==> src/rtl/pipe_stage_regs.sv <==
// pipe_stage_regs: the five Y86-64 pipeline registers (F predPC, D, E, M, W),
// plus a sticky processor-halt latch and saturating stall/bubble counters.
//
// Ports:
//   clk, rst_n                  rising-edge clock, asynchronous active-low reset
//   f_predPC                    next predicted PC from fetch
//   d_in / e_in / m_in / w_in   next-stage bundles from the stage logic
//   F_stall, D_stall,           hazard controls (stall holds, bubble injects NOP;
//   D_bubble, E_bubble          D_stall wins over D_bubble)
//   F_predPC                    registered predicted PC
//   D_out / E_out / M_out /     registered bundles, same layouts as the inputs
//   W_out
//   halted                      set once W holds a non-AOK stat; cleared by reset only
//   stall_cnt, bubble_cnt       saturating performance counters
//
// Bundle layouts (MSB first):
//   D {stat2, icode4, ifun4, rA4, rB4, valC64, valP64}                       146
//   E {stat2, icode4, ifun4, valC64, valA64, valB64, dstE4, dstM4, srcA4,
//      srcB4}                                                                218
//   M {stat2, icode4, cnd1, valE64, valA64, dstE4, dstM4}                    143
//   W {stat2, icode4, valE64, valM64, dstE4, dstM4}                          142
module pipe_stage_regs #(
    parameter logic [63:0] RESET_PC = 64'h0,
    parameter int unsigned CNT_W    = 32
) (
    input  logic              clk,
    input  logic              rst_n,
    input  logic [63:0]       f_predPC,
    input  logic [145:0]      d_in,
    input  logic [217:0]      e_in,
    input  logic [142:0]      m_in,
    input  logic [141:0]      w_in,
    input  logic              F_stall,
    input  logic              D_stall,
    input  logic              D_bubble,
    input  logic              E_bubble,
    output logic [63:0]       F_predPC,
    output logic [145:0]      D_out,
    output logic [217:0]      E_out,
    output logic [142:0]      M_out,
    output logic [141:0]      W_out,
    output logic              halted,
    output logic [CNT_W-1:0]  stall_cnt,
    output logic [CNT_W-1:0]  bubble_cnt
);

    localparam logic [1:0] STAT_AOK = 2'b00;
    localparam logic [3:0] INOP     = 4'h1;
    localparam logic [3:0] RNONE    = 4'hF;

    // Bubble = AOK NOP with every register ID set to RNONE and all values zero.
    localparam logic [145:0] D_BUBBLE = {STAT_AOK, INOP, 4'h0, RNONE, RNONE,
                                         64'h0, 64'h0};
    localparam logic [217:0] E_BUBBLE = {STAT_AOK, INOP, 4'h0, 64'h0, 64'h0, 64'h0,
                                         RNONE, RNONE, RNONE, RNONE};
    localparam logic [142:0] M_BUBBLE = {STAT_AOK, INOP, 1'b0, 64'h0, 64'h0,
                                         RNONE, RNONE};
    localparam logic [141:0] W_BUBBLE = {STAT_AOK, INOP, 64'h0, 64'h0,
                                         RNONE, RNONE};

    localparam logic [CNT_W-1:0] CNT_ONE = {{(CNT_W-1){1'b0}}, 1'b1};

    logic [63:0]      f_q,   f_d;
    logic [145:0]     d_q,   d_d;
    logic [217:0]     e_q,   e_d;
    logic [142:0]     m_q,   m_d;
    logic [141:0]     w_q,   w_d;
    logic             halted_q, halted_d;
    logic [CNT_W-1:0] stall_cnt_q,  stall_cnt_d;
    logic [CNT_W-1:0] bubble_cnt_q, bubble_cnt_d;

    always_comb begin
        f_d          = f_q;
        d_d          = d_q;
        e_d          = e_q;
        m_d          = m_q;
        w_d          = w_q;
        stall_cnt_d  = stall_cnt_q;
        bubble_cnt_d = bubble_cnt_q;
        // W is checked before this edge's update, so W still loads on the
        // edge that raises halted and freezes from the following edge.
        halted_d     = halted_q | (w_q[141:140] != STAT_AOK);

        if (!halted_q) begin
            if (!F_stall) f_d = f_predPC;

            if (D_stall)       d_d = d_q;
            else if (D_bubble) d_d = D_BUBBLE;
            else               d_d = d_in;

            e_d = E_bubble ? E_BUBBLE : e_in;
            m_d = m_in;
            w_d = w_in;

            if ((F_stall | D_stall) && (stall_cnt_q != '1))
                stall_cnt_d = stall_cnt_q + CNT_ONE;
            if ((D_bubble | E_bubble) && (bubble_cnt_q != '1))
                bubble_cnt_d = bubble_cnt_q + CNT_ONE;
        end
    end

    always_ff @(posedge clk or negedge rst_n) begin
        if (!rst_n) begin
            f_q          <= RESET_PC;
            d_q          <= D_BUBBLE;
            e_q          <= E_BUBBLE;
            m_q          <= M_BUBBLE;
            w_q          <= W_BUBBLE;
            halted_q     <= 1'b0;
            stall_cnt_q  <= '0;
            bubble_cnt_q <= '0;
        end else begin
            f_q          <= f_d;
            d_q          <= d_d;
            e_q          <= e_d;
            m_q          <= m_d;
            w_q          <= w_d;
            halted_q     <= halted_d;
            stall_cnt_q  <= stall_cnt_d;
            bubble_cnt_q <= bubble_cnt_d;
        end
    end

    assign F_predPC   = f_q;
    assign D_out      = d_q;
    assign E_out      = e_q;
    assign M_out      = m_q;
    assign W_out      = w_q;
    assign halted     = halted_q;
    assign stall_cnt  = stall_cnt_q;
    assign bubble_cnt = bubble_cnt_q;

endmodule

==> config.mk <==
export PLATFORM = sky130hd
export DESIGN_NAME = pipe_stage_regs
export DESIGN_NICKNAME = d
export VERILOG_FILES = /design/src/rtl/pipe_stage_regs.sv
export SDC_FILE = /design/constraint.sdc
export NUM_CORES = 1
export LEC_CHECK = 0
export CORE_AREA = 5 5 578 580
export DETAILED_ROUTE_END_ITERATION = 12
export DIE_AREA = 0 0 583 585
export PLACE_DENSITY_LB_ADDON = 0.12
export RECOVER_POWER = 25
export SYNTH_ARGS = -nofsm -noshare
export SYNTH_HDL_FRONTEND = slang
export SYNTH_SLANG_ARGS = --single-unit
==> constraint.sdc <==
create_clock -name clk -period 5.62 [get_ports clk]
set_input_delay 0.843 -clock clk [delete_from_list [all_inputs] [get_ports clk]]
set_output_delay 0.843 -clock clk [all_outputs]
set_load 0.05 [all_outputs]
==> flow_metrics.env, run 1 <==
export IMPL_status="complete, but fails checks"
export IMPL_violations="max-capacitance violations, max-slew violations"
export IMPL_clock_latency_ns=0.86
export IMPL_grt_pass1_vias=27500
export IMPL_cp_endpoint="E_out[213]"
export IMPL_worst_pin_slew_ns=3.45
export IMPL_overflow=0
export IMPL_syn_to_final_growth_pct=78.3
export IMPL_p_comb_share_pct=23.2
export IMPL_slew_headroom_pct=-130
export IMPL_syn_nets=3320
export IMPL_cp_common_cell="clkbuf_2"
export IMPL_gp_congestion=0.835
export IMPL_rrSetupSlack_ns=1.87
export IMPL_finClkSkew_ns=0.0581
export IMPL_total_power_mw=18.6
export IMPL_synth_most_common_cell="dfrtp_1"
export IMPL_period_share_pct=68.2
export IMPL_start_util_pct=9.40
export IMPL_drv_slew=339
export IMPL_power_share_sequential_pct=34.5
export IMPL_netlist_instances=2599
export IMPL_swShare_pct=33.5
export IMPL_synthDominantCellAreaShare_pct=59.5
export IMPL_clock_root_buffer="clkbuf_16"
export IMPL_placementRows=211
export IMPL_drc=0
export IMPL_synthTopCellsByArea="dfrtp_1 59%, mux2_2 13%, nand2b_1 6.9%, o21ai_0 5.9%, nand2_1 4.8%"
export IMPL_critPathSlowestCell="clkbuf_2"
export IMPL_path_cells="dlygate4sd3_1 -> clkbuf_2 -> clkbuf_2"
export IMPL_hold_violations=0
export IMPL_grt_setup_unrepaired="false"
export IMPL_regToRegStartpoint="halted"
export IMPL_synth_area_leader_cell="dfrtp_1"
export IMPL_ys_types=35
export IMPL_holdWs_ns=0.477
export IMPL_critPathCaptureType="async pin"
export IMPL_tritoncts="done"
export IMPL_finalCriticalPeriod_ns=3.83
export IMPL_yosys_warnings=0
export IMPL_final_nets=4806
export IMPL_path_max_fanout=57
export IMPL_grt_usage_pct=13.6
export IMPL_die_area_um2=341000
export IMPL_p_sw_mw=6.22
export IMPL_clock_path_buffers=4
export IMPL_htree_levels=3
export IMPL_setup_violations=0
export IMPL_setup_tns_ns=0
export IMPL_cts_hold_buf=1
export IMPL_internal_power_mw=12.4
export IMPL_drive_above_1_share_pct=15.0
export IMPL_power_leakage_nw=21.6
export IMPL_syn_area_um2=30900
export IMPL_cp_required_ns=6.31
export IMPL_drt_initial_drc_count=1033
export IMPL_vias=26600
export IMPL_grt_antenna_before_repair=242
export IMPL_ant_nets=0
export IMPL_avgSynthCellArea_um2=11.9
export IMPL_wl_mm=241
export IMPL_post_drt_wl_per_cell_um=28.1
export IMPL_cp_arrival_ns=4.52
export IMPL_vias_per_cell=3.10
export IMPL_crit_start="rst_n"
export IMPL_post_cts_setup_buffers=0
export IMPL_cp_start_kind="input pin"
export IMPL_maxCapViolations=6
export IMPL_clock_power_share_pct=42.3
export IMPL_post_route_util_pct=16.8
export IMPL_r2r_end="M_out[104]"
export IMPL_seq_area_frac_synth_pct=63.2
export IMPL_fp_dieW_um=583
export IMPL_async_flop_share_pct=100
export IMPL_max_freq_mhz=261
export IMPL_synthTopCellsByCount="734 x dfrtp_1, 393 x nand2_1, 363 x o21ai_0, 351 x mux2_2, 340 x nand2b_1"
export IMPL_hold_class="flop to flop"
export IMPL_grt_pass1_wl_mm=307
export IMPL_clkTransAtPathRegs_ns=0.06
export IMPL_power_density_nw_per_um2=337
export IMPL_crit_type="input pin to async pin"
export IMPL_dieHeight_um=585
export IMPL_synth_edf_count=0
export IMPL_core_area_um2=329000
export IMPL_dpl_hpwl_mm=196
export IMPL_vdd_ir_drop_worst_uv=270
export IMPL_pin_count=1497
export IMPL_rr_worst_depth=3
export IMPL_portBuffers=1496
export IMPL_drt_pass1_iterations=5
export IMPL_ctsResizeCount=0
export IMPL_numCtsBuffers=119
export IMPL_clock_sinks=778
export IMPL_grt_max_degree=166
export IMPL_synth_main_ff_cell="dfrtp_1"
export IMPL_cpPeakStageDelay_ns=1.76
export IMPL_yosys_register_bits=778
critical path, delay by kind of cell:
family	cells	cell delay [ns]
buf+inv	3	3.56
power groups by stage:
stage	Sequential, mW	Clock (mW)	Combinational (mW)
final	6.40	7.86	4.31
after CTS	6.41	8.30	4.43
after global routing	6.47	8.45	4.55
after detailed placement	6.50	0	4.41
after floorplan	8.08	0	0.465
after global placement	6.49	0	4.43
worst min-delay path by stage:
stage,startpoint,endpoint,depth (start not counted)
6_report,D_out[99],D_out[99],2
3_5_place_dp,D_out[22],D_out[22],2
3_3_place_gp,D_out[60],D_out[60],2
2_1_floorplan,rst_n,D_out[0],0
5_1_grt,E_bubble,E_out[8],3
4_1_cts,e_in[132],E_out[132],3
area by class of cell:
| class | count | area [µm²] |
|---|---|---|
| sequential | 778 | 19500 |
| antenna | 28 | 70.1 |
| timing repair buffer | 1526 | 15200 |
| inverter | 3 | 11.3 |
| clock buffer | 190 | 3670 |
| tap | 4366 | 5460 |
| multi-input combinational | 1657 | 10700 |
| fill | 36500 | 274000 |
| clock inverter | 25 | 354 |
sequential cells by signal, indices dropped and copies added, names as in the netlist:
register    cells
bubble_cnt     32
W_out         142
M_out         143
E_out         218
D_out         146
F_predPC       64
stall_cnt      32
halted          1
routing by layer:
layer / GRT usage [%] / routed length, µm / vias up
li1: - / - / 11700
met2: 22.4 / 111000 / 1360
met1: 15.1 / 90900 / 12900
met3: 8.16 / 32800 / 511
met4: 2.25 / 5240 / 88
met5: 0 / 600 / -
kinds of logic (layout without fill, tap and decap cells):
logic type	after synthesis	in the layout	synth area share [%]
other cells	0	28	0
xor+xnor	62	62	1.76
buf+inv	164	1744	2.00
compound gates	369	369	6.12
flops	778	778	63.2
fa+ha+maj	2	2	0.0810
simple gates	873	873	14.0
mux	351	351	12.8
cells in the final DEF, fill, tap and decap left out, drive strengths merged, types with 26 or more instances in the layout:
master,count
nand2b,340
clkbuf,200
o21ai,364
nand3,26
xor2,26
clkdlybuf4s50,1485
dfrtp,734
mux2,351
xnor2,36
nand2,393
nor2,56
diode,28
buf,30
dfstp,44
metrics by stage:
stage | setup WS, ns | cell area [µm²] | std cells
finish | 1.79 | 55100 | 8573
global route | 1.15 | 55000 | 8549
CTS | 1.99 | 55100 | 8545
detailed placement | 2.24 | 51100 | 8329
global placement | 2.26 | 51100 | 8329
floorplan | 3.25 | 30900 | 2599
Power figures use the tool's default switching activity.
==> run 2: changes to the inputs <==
--- a/config.mk
+++ b/config.mk
@@ -5,9 +5,9 @@
 export SDC_FILE = /design/constraint.sdc
 export NUM_CORES = 1
 export LEC_CHECK = 0
-export CORE_AREA = 5 5 578 580
+export CORE_AREA = 5 5 577 579
 export DETAILED_ROUTE_END_ITERATION = 12
-export DIE_AREA = 0 0 583 585
+export DIE_AREA = 0 0 582 584
 export PLACE_DENSITY_LB_ADDON = 0.12
 export RECOVER_POWER = 25
 export SYNTH_ARGS = -nofsm -noshare
==> constraint.sdc (replaced) <==
create_clock -name clk -period 3.15 [get_ports clk]
set_input_delay 0.4725 -clock clk [delete_from_list [all_inputs] [get_ports clk]]
set_output_delay 0.4725 -clock clk [all_outputs]
set_load 0.05 [all_outputs]
==> run 2 against run 1 <==
Compared with the run above:
- the flow still finishes with violations (max-capacitance violations, max-slew violations)
- global-route usage decreased by 0.27 points
- clock power rose by 73%
- worst hold slack lost 0.37 ns
- total power is 76% higher
- worst setup slack worse by 1.5 ns
- register-to-register slack got worse by 1.1 ns
- first-iteration DRC count shrank 4.5%
- utilization up 0.18 points
- cell area is 0.46% higher
- sequential cell count did not move
- critical path type is now flop to output pin
==> flow_metrics.env, run 2 (synthesis results as in run 1) <==
export IMPL_max_freq_mhz=345
export IMPL_crit_type="flop to output pin"
export IMPL_period_share_pct=92.0
export IMPL_numCtsBuffers=118
export IMPL_whs_endpoint="E_out[191]"
export IMPL_r2r_end="stall_cnt[22]"
export IMPL_rr_worst_depth=6
export IMPL_power_leakage_nw=21.8
export IMPL_finalCriticalPeriod_ns=2.90
export IMPL_placementRows=210
export IMPL_dpl_hpwl_mm=194
export IMPL_clock_latency_ns=0.89
export IMPL_core_area_um2=327000
export IMPL_clock_sinks=778
export IMPL_drive_above_1_share_pct=15.8
export IMPL_cp_top_family="buffers and inverters"
export IMPL_regToRegStartpoint="halted"
export IMPL_total_power_mw=32.6
export IMPL_clock_root_buffer="clkbuf_16"
export IMPL_dieHeight_um=584
export IMPL_cp_start_kind="flop"
export IMPL_final_cell_mix="1473 x clkdlybuf4s50_1, 733 x dfrtp_1, 393 x nand2_1"
export IMPL_post_drt_wl_per_cell_um=27.3
export IMPL_setup_violations=0
export IMPL_vias_per_cell=3.08
export IMPL_power_density_nw_per_um2=590
export IMPL_syn_to_final_growth_pct=79.1
export IMPL_fp_dieW_um=582
export IMPL_path_max_fanout=2
export IMPL_violations="max-capacitance violations, max-slew violations"
export IMPL_rrSetupSlack_ns=0.81
export IMPL_maxCapViolations=1
export IMPL_drv_slew=50
export IMPL_vias=26500
export IMPL_cp_arrival_ns=2.42
export IMPL_wl_mm=234
export IMPL_final_common_cell="clkdlybuf4s50_1"
export IMPL_grt_pass1_vias=28000
export IMPL_finClkSkew_ns=0.111
export IMPL_gp_congestion=0.833
export IMPL_start_util_pct=9.46
export IMPL_clkTransAtPathRegs_ns=0.05
export IMPL_path_cells="clkdlybuf4s50_1"
export IMPL_die_area_um2=340000
export IMPL_grt_max_degree=147
export IMPL_grt_pass1_wl_mm=301
export IMPL_cpPeakStageDelay_ns=1.02
export IMPL_largest_reg_flops=218
export IMPL_overflow=0
export IMPL_slew_headroom_pct=-29.5
export IMPL_hold_class="input pin to flop"
export IMPL_final_nets=4842
export IMPL_drt_initial_drc_count=987
export IMPL_grt_antenna_before_repair=218
export IMPL_ctsResizeCount=0
export IMPL_worst_pin_slew_ns=1.94
export IMPL_portBuffers=1496
export IMPL_grt_usage_pct=13.3
export IMPL_grt_setup_unrepaired="false"
export IMPL_fill_cells=36200
export IMPL_crit_buf_inv=1
export IMPL_vdd_ir_drop_worst_uv=455
export IMPL_hold_violations=0
export IMPL_post_cts_setup_buffers=0
export IMPL_holdWs_ns=0.111
export IMPL_pin_count=1497
export IMPL_clock_path_buffers=4
export IMPL_status="complete, but fails checks"
export IMPL_drc=0
export IMPL_htree_levels=3
export IMPL_tritoncts="done"
export IMPL_cp_required_ns=2.68
export IMPL_ant_nets=0
export IMPL_hold_start="E_bubble"
export IMPL_drt_pass1_iterations=4
export IMPL_worstSetupPathDepth=1
export IMPL_critPathSlowestCell="clkdlybuf4s50_1"
export IMPL_setup_tns_ns=0
export IMPL_critPathCaptureType="output pin"
export IMPL_min_path_cells=3
run 2: how the worst max path moves through the flow:
stage | slack (ns) | start | to
2_1_floorplan | 0.78 | stall_cnt[16] | stall_cnt[28]
3_3_place_gp | 0.60 | F_stall | stall_cnt[22]
3_5_place_dp | 0.58 | F_stall | stall_cnt[22]
4_1_cts | 0.10 | W_out[140] | W_out[140]
5_1_grt | 0.10 | rst_n | stall_cnt[30]
6_report | 0.25 | M_out[0] | M_out[0]
run 2: layout make-up:
class	count	area, µm²	area share (%)
timing repair buffer	1563	15600	28.3
sequential	778	19500	35.3
multi-input combinational	1657	10800	19.4
clock inverter	33	354	0.640
tap	4346	5440	9.83
clock buffer	183	3550	6.41
antenna	26	65.1	0.118
inverter	3	11.3	0.0203
run 2: per-layer routing:
| metal | vias up | share of wire [%] | global-route usage (%) | wire, µm |
|---|---|---|---|---|
| li1 | 11800 | - | - | - |
| met1 | 12800 | 37 | 14.4 | 87100 |
| met2 | 1303 | 47 | 22.3 | 110000 |
| met3 | 480 | 13 | 8.17 | 31300 |
| met4 | 88 | 2.4 | 2.35 | 5570 |
| met5 | - | 0.25 | 0 | 584 |
run 2: stage by stage:
| step | utilization, % | cell area [µm²] | setup WS (ns) | cells |
|---|---|---|---|---|
| floorplan | - | 30900 | 0.781 | 2599 |
| global placement | 15.8 | 51500 | 0.595 | 8346 |
| detailed placement | 15.8 | 51500 | 0.582 | 8346 |
| CTS | 17.0 | 55400 | 0.100 | 8563 |
| global route | 16.9 | 55300 | 0.102 | 8568 |
| finish | 16.9 | 55300 | 0.254 | 8589 |
run 2: what timing repair did:
action	CTS	global route
hold buffers	1	0
setup endpoints to repair	0	0
hold endpoints to repair	86	0
run 2: power breakdown:
group          switching [mW]  internal (mW)  leakage, nW  total (mW)
Combinational            4.95           2.73         10.2        7.68
Sequential              0.522           10.9         9.65        11.4
Clock                    5.46           8.10         1.92        13.6
==> run 3: changes to the inputs <==
--- a/config.mk
+++ b/config.mk
@@ -5,9 +5,11 @@
 export SDC_FILE = /design/constraint.sdc
 export NUM_CORES = 1
 export LEC_CHECK = 0
-export CORE_AREA = 5 5 577 579
+export CELL_PAD_IN_SITES_DETAIL_PLACEMENT = 1
+export CELL_PAD_IN_SITES_GLOBAL_PLACEMENT = 1
+export CORE_AREA = 5 5 572 574
 export DETAILED_ROUTE_END_ITERATION = 12
-export DIE_AREA = 0 0 582 584
+export DIE_AREA = 0 0 577 579
 export PLACE_DENSITY_LB_ADDON = 0.12
 export RECOVER_POWER = 25
 export SYNTH_ARGS = -nofsm -noshare
==> run 3 against run 2 <==
Compared with the run above:
- the run still ends with max-capacitance violations, max-slew violations left
- worst hold slack gained 0.050 ns
- die area fell by 1.7%
- worst setup slack improved by 0.019 ns
- non-clock buffer count is 8 lower
- sequential power about the same
- count of clock-buffer cells in the layout is 17 higher
- critical endpoint is now M_out[4]
==> flow_metrics.env, run 3 (synthesis results as in run 1) <==
export IMPL_gp_congestion=0.780
export IMPL_setup_slack_ns=0.273
export IMPL_vdd_ir_drop_worst_uv=436
export IMPL_path_cells="clkdlybuf4s50_1"
export IMPL_swShare_pct=33.5
export IMPL_largest_reg_flops=218
export IMPL_clock_power_share_pct=41.5
export IMPL_drv_slew=192
export IMPL_dp_cells=8316
export IMPL_p_sw_mw=10.8
export IMPL_finalCriticalPeriod_ns=2.88
export IMPL_wl_mm=218
export IMPL_power_share_sequential_pct=35.2
export IMPL_vias_per_cell=3.07
export IMPL_cp_start_kind="flop"
export IMPL_critPathCaptureType="output pin"
export IMPL_post_drt_wl_per_cell_um=25.5
export IMPL_grt_max_degree=154
export IMPL_setup_tns_ns=0
export IMPL_htree_levels=3
export IMPL_cp_required_ns=2.68
export IMPL_grt_antenna_before_repair=193
export IMPL_internal_power_mw=21.5
export IMPL_drt_initial_drc_count=868
export IMPL_hold_violations=0
export IMPL_grt_usage_pct=12.5
export IMPL_dpl_hpwl_mm=175
export IMPL_ant_nets=0
export IMPL_status="complete, but fails checks"
export IMPL_hold_class="input pin to flop"
export IMPL_period_share_pct=91.3
export IMPL_final_cell_mix="1478 x clkdlybuf4s50_1, 734 x dfrtp_1, 393 x nand2_1"
export IMPL_syn_to_final_growth_pct=78.2
export IMPL_numCtsBuffers=120
export IMPL_start_util_pct=9.59
export IMPL_die_area_um2=334000
export IMPL_drc=0
export IMPL_vias=26300
export IMPL_slew_headroom_pct=-26.5
export IMPL_finClkSkew_ns=0.0610
export IMPL_instances_no_fill=8560
export IMPL_post_route_util_pct=17.1
export IMPL_path_max_fanout=2
export IMPL_maxCapViolations=5
export IMPL_placementRows=209
export IMPL_cp_top_family="buffers and inverters"
export IMPL_clock_sinks=778
export IMPL_dieHeight_um=579
export IMPL_critPathSlowestCell="clkdlybuf4s50_1"
export IMPL_core_area_um2=322000
export IMPL_grt_pass1_vias=28500
export IMPL_clock_latency_ns=0.88
export IMPL_clock_root_buffer="clkbuf_16"
export IMPL_overflow=0
export IMPL_grt_pass1_wl_mm=283
export IMPL_grt_setup_unrepaired="false"
export IMPL_p_comb_share_pct=23.3
export IMPL_final_nets=4836
export IMPL_tritoncts="done"
export IMPL_pin_count=1497
export IMPL_clkTransAtPathRegs_ns=0.06
export IMPL_portBuffers=1496
export IMPL_drt_pass1_iterations=4
export IMPL_clock_path_buffers=4
export IMPL_crit_buf_inv=1
export IMPL_power_leakage_nw=21.6
export IMPL_cp_arrival_ns=2.40
export IMPL_worst_pin_slew_ns=1.90
export IMPL_cpPeakStageDelay_ns=0.98
export IMPL_place_ws_ns=0.555
export IMPL_drive_above_1_share_pct=15.0
export IMPL_max_freq_mhz=348
export IMPL_setup_violations=0
export IMPL_crit_type="flop to output pin"
export IMPL_violations="max-capacitance violations, max-slew violations"
export IMPL_fp_dieW_um=577
export IMPL_power_density_nw_per_um2=586
export IMPL_final_common_cell="clkdlybuf4s50_1"
==> run 3: cell count changes in the layout (fill, tap and decap cells not counted), sizes merged, moves of 2 or more <==
cell           before   now
clkinv             22    16
clkdlybuf4s50    1473  1478
diode              26    21
dlymetal6s4s        0     2
clkbuf            207   226
buf                65    45
bufinv              5     1
clkinvlp            5     3
==> run 3: final timing paths <==
kind	depth (start not counted)	startpoint	endpoint	slack [ns]
worst max-delay path	1	M_out[4]	M_out[4]	0.27
worst min-delay path	3	e_in[167]	E_out[167]	0.16
worst max register to register	5	bubble_cnt[20]	bubble_cnt[1]	0.81
worst min register to register	2	D_out[144]	D_out[144]	0.47
max in group asynchronous	3	rst_n	F_predPC[55]	0.58
min in group asynchronous	2	rst_n	M_out[133]	0.25
==> run 3: repair_timing <==
| item | in CTS | in global routing |
|---|---|---|
| gates resized for setup | 1 | 0 |
| endpoints found under the setup margin | 1 | 0 |
| endpoints found under the hold margin | 14 | 0 |
| buffers inserted | 0 | 0 |
| hold buffers | 2 | 0 |
==> run 3: through the flow <==
| stage | power, mW | hold slack [ns] | cell area (µm²) |
|---|---|---|---|
| floorplan | 15.3 | 0.177 | 30900 |
| global placement | 19.3 | 0.463 | 51400 |
| detailed placement | 19.3 | 0.472 | 51400 |
| CTS | 33.4 | 0.0445 | 55200 |
| global route | 33.9 | 0.101 | 55000 |
| finish | 32.3 | 0.161 | 55100 |
==> run 3: cell type report <==
cell class | count | area (µm²)
antenna | 21 | 52.6
clock buffer | 200 | 3640
clock inverter | 21 | 189
fill | 36800 | 267000
inverter | 3 | 11.3
multi-input combinational | 1657 | 10800
sequential | 778 | 19500
tap | 4325 | 5410
timing repair buffer | 1555 | 15500
==> run 3: power by group through the flow <==
stage / clock (mW) / sequential [mW] / combinational (mW)
5_1_grt: 14.5 / 11.5 / 7.93
4_1_cts: 14.2 / 11.4 / 7.76
3_5_place_dp: 0 / 11.6 / 7.73
6_report: 13.4 / 11.4 / 7.52
3_3_place_gp: 0 / 11.5 / 7.74
2_1_floorplan: 0 / 14.4 / 0.830
==> run 3: layer usage <==
metal	track usage, %	routed length, µm
met5	0	661
met4	2.34	5040
met2	21.9	107000
met1	12.6	76400
met3	7.76	28700
